**src/rtl/lut_page_loader_pkg.sv**
```systemverilog
// Shared constants and FSM encoding for the LUT page loader.
// Width defaults here match the default parameterisation of lut_page_loader.
package lut_page_loader_pkg;

    localparam int DEF_QUAN_SIZE       = 3;
    localparam int DEF_PAGE_NUM        = 16;
    localparam int DEF_BANK_INTERLEAVE = 2;
    localparam int DEF_ADDR_BITWIDTH   = 4;

    localparam int PAGE_SIZE  = DEF_QUAN_SIZE * DEF_BANK_INTERLEAVE;
    localparam int WORD_IDX_W = $clog2(DEF_BANK_INTERLEAVE);

    typedef enum logic [1:0] {
        ST_IDLE = 2'd0,
        ST_FILL = 2'd1,
        ST_DONE = 2'd2
    } loader_state_e;

endpackage

```
**src/rtl/lut_word_packer.sv**
```systemverilog
// Shift-style page pack register with word counter; flags the word that completes a page.
// The first word of a page ends up in the most significant slot.
module lut_word_packer
    import lut_page_loader_pkg::*;
#(
    parameter int QUAN_SIZE       = DEF_QUAN_SIZE,
    parameter int BANK_INTERLEAVE = DEF_BANK_INTERLEAVE
) (
    input  logic                                   clk,
    input  logic                                   rstn,
    input  logic                                   clear,
    input  logic                                   accept,
    input  logic [QUAN_SIZE-1:0]                   word,
    output logic                                   page_full,
    output logic [QUAN_SIZE*BANK_INTERLEAVE-1:0]   next_page
);

    localparam int PAGE_W = QUAN_SIZE * BANK_INTERLEAVE;
    localparam int CNT_W  = $clog2(BANK_INTERLEAVE);
    localparam logic [CNT_W-1:0] LAST_IDX = CNT_W'(BANK_INTERLEAVE - 1);

    logic [PAGE_W-1:0] pack_r;
    logic [CNT_W-1:0]  cnt_r;

    assign next_page = {pack_r[PAGE_W-QUAN_SIZE-1:0], word};
    assign page_full = accept && (cnt_r == LAST_IDX);

    // pack register and word index, cleared whenever no sweep is filling
    always_ff @(posedge clk or negedge rstn) begin
        if (!rstn) begin
            pack_r <= {PAGE_W{1'b0}};
            cnt_r  <= {CNT_W{1'b0}};
        end else if (clear) begin
            pack_r <= {PAGE_W{1'b0}};
            cnt_r  <= {CNT_W{1'b0}};
        end else if (accept) begin
            pack_r <= next_page;
            cnt_r  <= page_full ? {CNT_W{1'b0}} : cnt_r + {{(CNT_W-1){1'b0}}, 1'b1};
        end else begin
            pack_r <= pack_r;
            cnt_r  <= cnt_r;
        end
    end

endmodule

```
**src/rtl/lut_page_loader.sv**
```systemverilog
// Write-side feeder for the 2-bank LUT memory: packs streamed words into pages
// and sweeps page addresses 0..PAGE_NUM-1 once per load request.
module lut_page_loader
    import lut_page_loader_pkg::*;
#(
    parameter int QUAN_SIZE       = DEF_QUAN_SIZE,
    parameter int PAGE_NUM        = DEF_PAGE_NUM,
    parameter int BANK_INTERLEAVE = DEF_BANK_INTERLEAVE,
    parameter int ADDR_BITWIDTH   = DEF_ADDR_BITWIDTH
) (
    input  logic                                 write_clk,
    input  logic                                 rstn,
    input  logic                                 load_start_i,
    input  logic                                 abort_i,
    input  logic [QUAN_SIZE-1:0]                 word_i,
    input  logic                                 word_valid_i,
    output logic                                 word_ready_o,
    output logic [QUAN_SIZE*BANK_INTERLEAVE-1:0] write_data_o,
    output logic [ADDR_BITWIDTH-1:0]             write_addr_o,
    output logic                                 we_o,
    output logic                                 busy_o,
    output logic                                 done_o
);

    localparam int PAGE_W = QUAN_SIZE * BANK_INTERLEAVE;
    localparam logic [ADDR_BITWIDTH-1:0] LAST_PAGE = ADDR_BITWIDTH'(PAGE_NUM - 1);

    loader_state_e             state_r;
    logic [ADDR_BITWIDTH-1:0]  page_cnt_r;
    logic                      accept_s;
    logic                      pack_accept_s;
    logic                      pack_clear_s;
    logic                      page_full_s;
    logic [PAGE_W-1:0]         next_page_s;

    assign word_ready_o  = (state_r == ST_FILL);
    assign accept_s      = word_valid_i && word_ready_o;
    // a word arriving together with abort is dropped, not packed
    assign pack_accept_s = accept_s && !abort_i;
    assign pack_clear_s  = (state_r != ST_FILL) || abort_i;

    lut_word_packer #(
        .QUAN_SIZE      (QUAN_SIZE),
        .BANK_INTERLEAVE(BANK_INTERLEAVE)
    ) u_packer (
        .clk      (write_clk),
        .rstn     (rstn),
        .clear    (pack_clear_s),
        .accept   (pack_accept_s),
        .word     (word_i),
        .page_full(page_full_s),
        .next_page(next_page_s)
    );

    // sweep FSM, page counter and registered memory write port
    always_ff @(posedge write_clk or negedge rstn) begin
        if (!rstn) begin
            state_r      <= ST_IDLE;
            page_cnt_r   <= {ADDR_BITWIDTH{1'b0}};
            write_data_o <= {PAGE_W{1'b0}};
            write_addr_o <= {ADDR_BITWIDTH{1'b0}};
            we_o         <= 1'b0;
            busy_o       <= 1'b0;
            done_o       <= 1'b0;
        end else begin
            we_o   <= 1'b0;
            done_o <= 1'b0;
            case (state_r)
                ST_IDLE: begin
                    if (load_start_i && !abort_i) begin
                        state_r    <= ST_FILL;
                        page_cnt_r <= {ADDR_BITWIDTH{1'b0}};
                        busy_o     <= 1'b1;
                    end else begin
                        state_r <= ST_IDLE;
                        busy_o  <= 1'b0;
                    end
                end
                ST_FILL: begin
                    if (abort_i) begin
                        state_r <= ST_IDLE;
                        busy_o  <= 1'b0;
                    end else if (page_full_s) begin
                        we_o         <= 1'b1;
                        write_data_o <= next_page_s;
                        write_addr_o <= page_cnt_r;
                        page_cnt_r   <= page_cnt_r + {{(ADDR_BITWIDTH-1){1'b0}}, 1'b1};
                        state_r      <= (page_cnt_r == LAST_PAGE) ? ST_DONE : ST_FILL;
                    end else begin
                        state_r <= ST_FILL;
                    end
                end
                ST_DONE: begin
                    state_r <= ST_IDLE;
                    busy_o  <= 1'b0;
                    done_o  <= 1'b1;
                end
                default: begin
                    state_r <= ST_IDLE;
                    busy_o  <= 1'b0;
                end
            endcase
        end
    end

endmodule

```
**config.mk**
```make
export PLATFORM = sky130hd
export DESIGN_NAME = lut_page_loader
export DESIGN_NICKNAME = d
export VERILOG_FILES = /design/src/rtl/lut_page_loader_pkg.sv /design/src/rtl/lut_word_packer.sv /design/src/rtl/lut_page_loader.sv
export SDC_FILE = /design/constraint.sdc
export NUM_CORES = 1
export LEC_CHECK = 0
export ABC_AREA = 1
export CORE_ASPECT_RATIO = 0.75
export CORE_MARGIN = 2
export CORE_UTILIZATION = 40
export CTS_BUF_LIST = sky130_fd_sc_hd__clkbuf_4
export DETAILED_ROUTE_END_ITERATION = 10
export PLACE_DENSITY = 0.65
export SLEW_MARGIN = 0
export SYNTH_ARGS = -nofsm -noshare
export SYNTH_HDL_FRONTEND = slang
export SYNTH_SLANG_ARGS = --single-unit
```
**constraint.sdc**
```tcl
create_clock -name write_clk -period 1.47 [get_ports write_clk]
set_input_delay 0.2205 -clock write_clk [delete_from_list [all_inputs] [get_ports write_clk]]
set_output_delay 0.2205 -clock write_clk [all_outputs]
set_load 0.03 [all_outputs]
```
==> metrics, run 1 <==
status=finished, final reports clean; Worst Hold Slack=0.236 ns; router iterations before antenna repair=4; final weighted congestion of routability-driven global placement=0.754; data required time of the worst path=1.25 ns; via count of the first global-routing pass=745; top-area cell type share of the netlist area=55.6%; YS warnings=0; post-synthesis instance area=1040 µm²; maximum vdd ir drop=748 µV; Core Box Area=2380 µm²; area growth from synthesis to layout=28.1%; clock latency on the worst-skew pair=0.32 ns; accumulated negative setup slack=0 ns; simple-gate share of the synthesized area=19.9%; share of cells above drive strength 1=19.6%; detailed-placement wirelength estimate=1.34 mm; DRC violation count after routing=0; total die area=3020 µm²; switching pwr=603 µW; clock power share=19.2%; Initial Utilization=43.5%; IO buf count=21; post-route standard cell area excluding fillers=1330 µm²; synthesized net count=119; worst slew slack as a fraction of its limit=79.4%; placement row count=15; CP max FO=4; total of flip-flops plus latches after synthesis=23; clk slew on worst S/H paths=0.14 ns; part of the cycle the worst path needs=92.5%; H-Tree Level Count=1; vias=778; maximum number of pins on one net before global-route repair=24; power density relative to cell area=1230 nW/µm²; average size of a mapped cell=9.42 µm²; Bufs on Longest Clock Path=2; post-route minimum period=1.36 ns; I/O pin count=22; internal power summed over all cells=1.03 mW; final design utilization=55.7%; cell types with the largest area share after synthesis=sky130_fd_sc_hd__dfrtp_1 (56%), sky130_fd_sc_hd__nand2_1 (12%), sky130_fd_sc_hd__o21ai_2 (6.8%); first-pass GRT wire length=3.39 mm; cell at the root of the clock tree=sky130_fd_sc_hd__clkbuf_4; total routed wirelength=1.90 mm; Combinational Power Share=31.6%; Layout Cells excl Fill=172; Final Slew Violations=0; number of hold buffers added after CTS=0; number of placed instances, taps included=168; WL per Instance=11.0 µm; vertical die dimension=48.1 µm; number of distinct standard cells referenced by the synthesized netlist=18; Flop pwr share=49.3%; actual transition at the worst max-transition pin=0.308 ns; final antenna diode count=0; Worst Clk Skew=0.00289 ns; area post-placement=1310 µm²; share of the synthesized area in compound gates (AO/OA/AOI/OAI)=13.8%; TritonCTS Buffers=3; xor/xnor cell area share of the yosys netlist=0%; post-detailed-route via-to-cell ratio=4.52; die width=62.8 µm; Setup-failing EPs final=0; number of filler cells placed in the layout=235; maximum clock rate=735 MHz; final global-route overflow total=0; sequential fraction of the synthesis area=55.6%; antenna violations before repair=0; instance count of the mapped netlist=110; multi-input gate area in the final layout=364 µm²; Max Cap Violations=0; clock tree from TritonCTS=built; class of the most critical hold timing path=primary input to asynchronous set/reset pin; sequential cell area=576 µm²; startpoint class of the critical path=register; # clock sinks=23; Final Hold Viols=0; data arrival time of the worst path=1.14 ns; antenna violation net count after detailed routing=0; standby leakage power=0.716 nW; arithmetic-cell share of the synthesized area counting full adders, half adders and majority gates=1.21%; kind of end point of the critical path=primary output; GRT Overall Usage=15.4%; Final #Nets=148; setup repair after global routing missed its margin=false; main combinational cell family by area after synthesis=simple AND/OR/NAND/NOR gates; critical path type=register to primary output; post-synthesis cell type with the largest combined area=sky130_fd_sc_hd__dfrtp_1; multiplexer share of the synthesized area=0%; Net Sw Frac=37.0%; number of design-rule violations left by the first detailed-router iteration=26
-- critical path, stage by stage (launching register included) --
cell                      delay (ns)
sky130_fd_sc_hd__dfrtp_1        0.45
sky130_fd_sc_hd__nand2_2        0.14
sky130_fd_sc_hd__inv_1          0.06
sky130_fd_sc_hd__buf_4          0.16
-- registers in the layout, summed over array words and instances (netlist names) --
register         count
write_addr_o         4
busy_o               1
page_cnt_r           4
done_o               1
we_o                 1
write_data_o         6
state_r              2
u_packer.pack_r      3
u_packer.cnt_r       1
-- routing by layer --
layer  part of all wire, %  GRT usage (%)  wire length (µm)  up-vias
li1                      -              -                 -      399
met1                    55           20.9              1040      354
met2                    40           23.9               757       21
met3                   4.3           4.47                82        4
met4                   1.3           6.67                25        0
met5                     0              0                 0        -
-- stage by stage --
step / power, mW / worst slack, ns
6_report: 1.63 / 0.110
5_1_grt: 1.73 / 0.0541
4_1_cts: 1.65 / 0.0482
3_5_place_dp: 1.39 / 0.00835
3_3_place_gp: 1.38 / 0.0431
2_1_floorplan: 1.15 / 0.312
-- cells in the final DEF (no fill, tap or decap) --
cell type | Yosys | layout
sky130_fd_sc_hd__a21oi_1 | 2 | 2
sky130_fd_sc_hd__a31oi_2 | 1 | 1
sky130_fd_sc_hd__buf_12 | 0 | 1
sky130_fd_sc_hd__buf_4 | 0 | 5
sky130_fd_sc_hd__clkbuf_4 | 0 | 3
sky130_fd_sc_hd__clkdlybuf4s50_1 | 0 | 7
sky130_fd_sc_hd__clkinv_2 | 0 | 1
sky130_fd_sc_hd__clkinv_8 | 1 | 1
sky130_fd_sc_hd__dfrtp_1 | 23 | 23
sky130_fd_sc_hd__dlygate4sd2_1 | 0 | 13
sky130_fd_sc_hd__ha_1 | 1 | 1
sky130_fd_sc_hd__inv_1 | 15 | 15
sky130_fd_sc_hd__inv_2 | 1 | 1
sky130_fd_sc_hd__nand2_1 | 33 | 32
sky130_fd_sc_hd__nand2_2 | 2 | 3
sky130_fd_sc_hd__nand3_1 | 4 | 4
sky130_fd_sc_hd__nand3_2 | 1 | 1
sky130_fd_sc_hd__nor2_1 | 6 | 6
sky130_fd_sc_hd__nor2_4 | 1 | 1
sky130_fd_sc_hd__o21ai_0 | 4 | 4
sky130_fd_sc_hd__o21ai_2 | 8 | 8
sky130_fd_sc_hd__o21bai_1 | 4 | 4
sky130_fd_sc_hd__or2_2 | 1 | 1
-- kinds of logic after synthesis --
| logic type | count (synthesis) |
|---|---|
| simple gates | 48 |
| flops | 23 |
| compound gates | 19 |
| buf+inv | 19 |
| fa+ha+maj | 1 |
-- cells in the mapped netlist --
| library cell | instances |
|---|---|
| sky130_fd_sc_hd__inv_1 | 15 |
| sky130_fd_sc_hd__o21bai_1 | 4 |
| sky130_fd_sc_hd__o21ai_2 | 8 |
| sky130_fd_sc_hd__nand3_2 | 1 |
| sky130_fd_sc_hd__or2_2 | 1 |
| sky130_fd_sc_hd__ha_1 | 1 |
| sky130_fd_sc_hd__nand2_1 | 33 |
| sky130_fd_sc_hd__a21oi_1 | 2 |
| sky130_fd_sc_hd__a31oi_2 | 1 |
| sky130_fd_sc_hd__nand2_2 | 2 |
| sky130_fd_sc_hd__inv_2 | 1 |
| sky130_fd_sc_hd__clkinv_8 | 1 |
| sky130_fd_sc_hd__buf_6 | 2 |
| sky130_fd_sc_hd__nand3_1 | 4 |
| sky130_fd_sc_hd__dfrtp_1 | 23 |
| sky130_fd_sc_hd__nor2_1 | 6 |
| sky130_fd_sc_hd__o21ai_0 | 4 |
| sky130_fd_sc_hd__nor2_4 | 1 |
-- repair_timing --
item                                    CTS  global route
gates resized for setup                  13             1
buffers inserted                          0             0
endpoints found under the setup margin   13             1
-- cell type report --
class / instances / share of cell area (%)
Clock buffer: 3 / 1.70
Clock inverter: 1 / 0.377
Inverter: 17 / 5.75
Multi-Input combinational cell: 68 / 27.4
Sequential cell: 23 / 43.4
Tap cell: 34 / 3.20
Timing Repair Buffer: 26 / 18.2
-- power by group through the flow --
stage	Sequential, mW	Combinational [mW]	Clock [mW]
after floorplan	0.966	0.189	0
after global placement	0.820	0.565	0
after detailed placement	0.819	0.571	0
after CTS	0.805	0.519	0.321
after global routing	0.823	0.564	0.348
final	0.802	0.514	0.312
-- path summary, 6_finish.rpt --
check	start	to	slack [ns]	depth (start not counted)
worst max-delay path	state_r[0]$_DFF_PN0_	word_ready_o	0.11	3
worst min-delay path	rstn	write_addr_o[2]$_DFFE_PN0P_	0.24	2
worst max register to register	page_cnt_r[0]$_DFFE_PN0P_	page_cnt_r[2]$_DFFE_PN0P_	0.23	5
worst min register to register	write_data_o[3]$_DFFE_PN0P_	write_data_o[3]$_DFFE_PN0P_	0.49	2
max in group asynchronous	rstn	page_cnt_r[0]$_DFFE_PN0P_	1.00	2
min in group write_clk	word_i[1]	write_data_o[1]$_DFFE_PN0P_	0.45	3
No activity file was read; power rests on OpenSTA's default activity.
==> run 2: changes to the inputs <==
CTS_BUF_LIST = sky130_fd_sc_hd__clkbuf_16   (was sky130_fd_sc_hd__clkbuf_4)
==> run 2 against run 1 <==
Worst setup slack improved by 0.030 ns. Critical path depth did not move. Fmax rose by 2.3%. Clock skew barely moved. Hold slack improved by 0.088 ns. Combinational power barely moved. Global-route usage rose by 0.69 points. Sequential share of layout area fell by 1.7 points. Clock power rose by 89%. Sequential power barely moved. First-iteration DRC count rose by 7.7%. Critical path type unchanged. Non-clock buffer count did not move.
==> metrics, run 2 (synthesis results as in run 1) <==
worst setup slack after placement=0.00835 ns; WL per Instance=11.4 µm; final global-route overflow total=0; actual transition at the worst max-transition pin=0.317 ns; antenna violations before repair=0; GRT Overall Usage=16.1%; sequential cell area=576 µm²; data required time of the worst path=1.25 ns; TritonCTS Buffers=3; # clock sinks=23; number of design-rule violations left by the first detailed-router iteration=28; number of flip-flops in the largest register=6; Final #Nets=148; H-Tree Level Count=1; critical path type=register to primary output; class of the most critical hold timing path=primary input to asynchronous set/reset pin; IO buf count=21; maximum clock rate=752 MHz; setup repair after global routing missed its margin=false; Final Hold Viols=0; Max Cap Violations=0; startpoint class of the critical path=register; clk slew on worst S/H paths=0.06 ns; vias=777; worst slew slack as a fraction of its limit=78.9%; total routed wirelength=1.97 mm; Bufs on Longest Clock Path=2; vertical die dimension=48.1 µm; largest registers in the final layout=write_data_o (6), page_cnt_r (4), write_addr_o (4); maximum vdd ir drop=838 µV; Core Box Area=2380 µm²; area growth from synthesis to layout=33.3%; critical register-to-register path endpoint=page_cnt_r[1]$_DFFE_PN0P_; post-detailed-route via-to-cell ratio=4.52; maximum number of pins on one net before global-route repair=24; via count of the first global-routing pass=793; worst setup slack for register-to-register paths=0.22 ns; DRC violation count after routing=0; leading cell type in the layout, fill and taps excluded=sky130_fd_sc_hd__nand2_1; part of the cycle the worst path needs=90.5%; Worst Clk Skew=0.00315 ns; placement row count=15; Initial Utilization=43.5%; power density relative to cell area=1380 nW/µm²; Setup-failing EPs final=0; CP max FO=4; cell at the root of the clock tree=sky130_fd_sc_hd__clkbuf_16; most used cells in the layout excluding fill and tap cells=sky130_fd_sc_hd__nand2_1 (33), sky130_fd_sc_hd__dfrtp_1 (23), sky130_fd_sc_hd__inv_1 (15); final antenna diode count=0; share of cells above drive strength 1=18.8%; worst setup path startpoint=state_r[0]$_DFF_PN0_; R2R cell count=6; kind of end point of the critical path=primary output; data arrival time of the worst path=1.11 ns; Final Slew Violations=0; total die area=3020 µm²; I/O pin count=22; clock latency on the worst-skew pair=0.26 ns; die width=62.8 µm; standby leakage power=0.753 nW; final weighted congestion of routability-driven global placement=0.754; first-pass GRT wire length=3.53 mm; setup slack after layout=0.140 ns; clock tree from TritonCTS=built; detailed-placement wirelength estimate=1.34 mm; number of filler cells placed in the layout=233; number of resized instances in the post-cts repair step=12; status=finished, final reports clean; multi-input gate area in the final layout=362 µm²; router iterations before antenna repair=4; antenna violation net count after detailed routing=0; post-route minimum period=1.33 ns; number of hold buffers added after CTS=0; accumulated negative setup slack=0 ns; critical register-to-register path startpoint=state_r[1]$_DFF_PN0_; post-CTS setup buffer count=0; register with the highest flop count=write_data_o
==> run 2: cell types whose count changed in the layout (fill, tap and decap cells not counted) <==
cell / change
sky130_fd_sc_hd__dlymetal6s2s_1: +1
sky130_fd_sc_hd__nand2_2: -1
sky130_fd_sc_hd__clkbuf_16: +3
sky130_fd_sc_hd__nand2_1: +1
sky130_fd_sc_hd__dlygate4sd2_1: -1
sky130_fd_sc_hd__clkbuf_4: -3
==> run 2: final cells by class <==
cell class                 instances  area share [%]
sequential                        23            41.7
multi-input combinational         68            26.2
timing repair buffer              26            17.8
inverter                          17            5.53
clock buffer                       3            5.43
tap                               34            3.08
clock inverter                     1           0.362
==> run 2: worst max path at each step <==
stage,to,depth (start not counted)
6_report,word_ready_o,3
5_1_grt,word_ready_o,3
4_1_cts,done_o,1
3_5_place_dp,write_addr_o[2]$_DFFE_PN0P_,8
3_3_place_gp,page_cnt_r[3]$_DFFE_PN0P_,8
2_1_floorplan,page_cnt_r[2]$_DFFE_PN0P_,5
==> run 2: per-stage QoR <==
stage | cells | util [%] | instance area (µm²) | hold WS, ns | power (mW)
global route | 172 | 58.0 | 1380 | 0.369 | 2.02
global placement | 168 | 55.1 | 1310 | 0.463 | 1.38
finish | 172 | 58.0 | 1380 | 0.324 | 1.91
CTS | 172 | 57.8 | 1380 | 0.338 | 1.94
detailed placement | 168 | 55.1 | 1310 | 0.465 | 1.39
floorplan | 110 | - | 1040 | -0.0751 | 1.15
==> run 2: where the power goes <==
group	leakage [nW]	switching, mW	internal (mW)
logic	0.401	0.330	0.186
clock network	0.0409	0.225	0.366
registers	0.311	0.0657	0.739
total	0.753	0.621	1.29
==> run 2: critical path: stages (launching register included) <==
cell and delay (ns):
sky130_fd_sc_hd__dfrtp_1 0.42, sky130_fd_sc_hd__nand2_1 0.19, sky130_fd_sc_hd__inv_1 0.07, sky130_fd_sc_hd__buf_4 0.17
==> run 2: routing by layer <==
layer  part of all wire (%)  up-vias  track usage [%]
li1                       -      399                -
met1                     52      348             20.4
met2                     42       26             27.3
met3                    5.0        4             4.47
met4                    1.1        0             6.67
met5                      0        -                0
==> run 3: changes to the inputs <==
CORE_UTILIZATION = 35   (was 40)
GPL_TIMING_DRIVEN = 0   (was default)
PLACE_DENSITY = default   (was 0.65)
==> run 3 against run 2 <==
Sequential cell count did not move. Design area down 1.5%. Fmax about the same. Final cell count up 0.58%. Global-route usage decreased by 2.8 points. Combinational power shrank 2%. Hold slack improved by 0.15 ns. Routed wire length is 4.2% lower.
==> metrics, run 3 (synthesis results as in run 1) <==
number of hold buffers added after CTS=0; clock tree from TritonCTS=built; # clock sinks=23; Max Cap Violations=0; area growth from synthesis to layout=31.3%; kind of end point of the critical path=primary output; Worst Clk Skew=0.00173 ns; Final Hold Viols=0; Final #Nets=145; number of filler cells placed in the layout=288; GRT Overall Usage=13.3%; actual transition at the worst max-transition pin=1.03 ns; die width=66.8 µm; TritonCTS Buffers=3; class of the most critical hold timing path=register to register; area post-placement=1290 µm²; first-pass GRT wire length=3.37 mm; clk slew on worst S/H paths=0.06 ns; Core Box Area=2870 µm²; maximum clock rate=752 MHz; number of flip-flops in the largest register=6; Layout Cells excl Fill=173; post-route standard cell area excluding fillers=1360 µm²; CP max FO=4; part of the cycle the worst path needs=90.4%; total routed wirelength=1.88 mm; I/O pin count=22; most used cells in the layout excluding fill and tap cells=sky130_fd_sc_hd__nand2_1 (33), sky130_fd_sc_hd__dfrtp_1 (23), sky130_fd_sc_hd__inv_1 (15); post-route minimum period=1.33 ns; vias=773; Setup-failing EPs final=0; cell at the root of the clock tree=sky130_fd_sc_hd__clkbuf_16; number of design-rule violations left by the first detailed-router iteration=43; leading cell type in the layout, fill and taps excluded=sky130_fd_sc_hd__nand2_1; standby leakage power=0.748 nW; number of placed instances, taps included=169; clock latency on the worst-skew pair=0.25 ns; Worst Hold Slack=0.479 ns; worst setup slack after placement=-0.0927 ns; largest registers in the final layout=write_data_o (6), page_cnt_r (4), write_addr_o (4); worst slew slack as a fraction of its limit=31.4%; sequential cell area=576 µm²; status=finished, final reports clean; setup slack after layout=0.141 ns; data arrival time of the worst path=1.11 ns; final global-route overflow total=0; placement row count=17; post-detailed-route via-to-cell ratio=4.47; router iterations before antenna repair=4; via count of the first global-routing pass=770; data required time of the worst path=1.25 ns; setup repair after global routing missed its margin=false; DRC violation count after routing=0; vertical die dimension=51.1 µm; share of cells above drive strength 1=17.0%; register with the highest flop count=write_data_o; Initial Utilization=36.1%; multi-input gate area in the final layout=362 µm²; H-Tree Level Count=1; detailed-placement wirelength estimate=1.41 mm; antenna violations before repair=0; IO buf count=21; maximum vdd ir drop=761 µV; WL per Instance=10.9 µm; Bufs on Longest Clock Path=2; total die area=3420 µm²; final weighted congestion of routability-driven global placement=0.831; antenna violation net count after detailed routing=0; power density relative to cell area=1390 nW/µm²; Final Slew Violations=0; startpoint class of the critical path=register; critical path type=register to primary output; final antenna diode count=0; maximum number of pins on one net before global-route repair=24
==> run 3: changes by cell type in the layout (fill, tap and decap cells not counted) <==
cell                             before  now
sky130_fd_sc_hd__dlygate4sd2_1       12   11
sky130_fd_sc_hd__buf_12               1    0
sky130_fd_sc_hd__buf_6                0    2
sky130_fd_sc_hd__buf_4                5    0
sky130_fd_sc_hd__buf_2                0    1
sky130_fd_sc_hd__dlymetal6s2s_1       1    2
==> run 3: final timing paths <==
path	start	endpoint	slack, ns	depth (start not counted)
setup / recovery	state_r[1]$_DFF_PN0_	word_ready_o	0.14	4
hold / removal	u_packer.pack_r[1]$_DFFE_PN0P_	write_data_o[4]$_DFFE_PN0P_	0.48	2
setup reg to reg	state_r[1]$_DFF_PN0_	state_r[0]$_DFF_PN0_	0.24	7
hold reg to reg	u_packer.pack_r[1]$_DFFE_PN0P_	write_data_o[4]$_DFFE_PN0P_	0.48	2
max in group asynchronous	rstn	write_addr_o[0]$_DFFE_PN0P_	0.32	1
min in group asynchronous	rstn	state_r[1]$_DFF_PN0_	0.53	1
==> run 3: power breakdown <==
group,internal (mW),total [mW],switching (mW)
clock network,0.365,0.579,0.214
registers,0.740,0.806,0.0664
logic,0.177,0.504,0.327
==> run 3: through the flow <==
step                      power [mW]  setup TNS, ns  util [%]
final                           1.89              0      47.4
after global routing            2.02              0      47.4
after detailed placement        1.39          -1.82      45.1
after global placement          1.38          -1.23      45.1
after CTS                       1.92              0      47.4
after floorplan                 1.15              0         -
==> run 3: per-layer routing <==
metal / GRT usage, % / vias up / share of wire (%)
met5: 0 / - / 0
met1: 18.8 / 356 / 49
met4: 1.02 / 0 / 0
met2: 20.3 / 20 / 44
met3: 5.07 / 0 / 6.6
li1: - / 397 / -
==> run 3: what timing repair did <==
item / CTS / global route
pin swaps: 0 / 0
gates cloned: 0 / 0
endpoints found under the setup margin: 12 / 3
setup buffers: 0 / 0
resized for setup: 14 / 4
==> run 3: cell type report <==
class,instances,area share [%]
Buffer,2,1.66
Clock buffer,3,5.52
Clock inverter,1,0.368
Inverter,17,5.61
Multi-Input combinational cell,68,26.6
Sequential cell,23,42.3
Tap cell,38,3.50
Timing Repair Buffer,21,14.4
==> run 3: worst max-delay path, cell delays in order (launching register included) <==
cell,delay [ns]
sky130_fd_sc_hd__dfrtp_1,0.37
sky130_fd_sc_hd__inv_2,0.08
sky130_fd_sc_hd__nand2_1,0.12
sky130_fd_sc_hd__inv_1,0.09
sky130_fd_sc_hd__buf_2,0.19
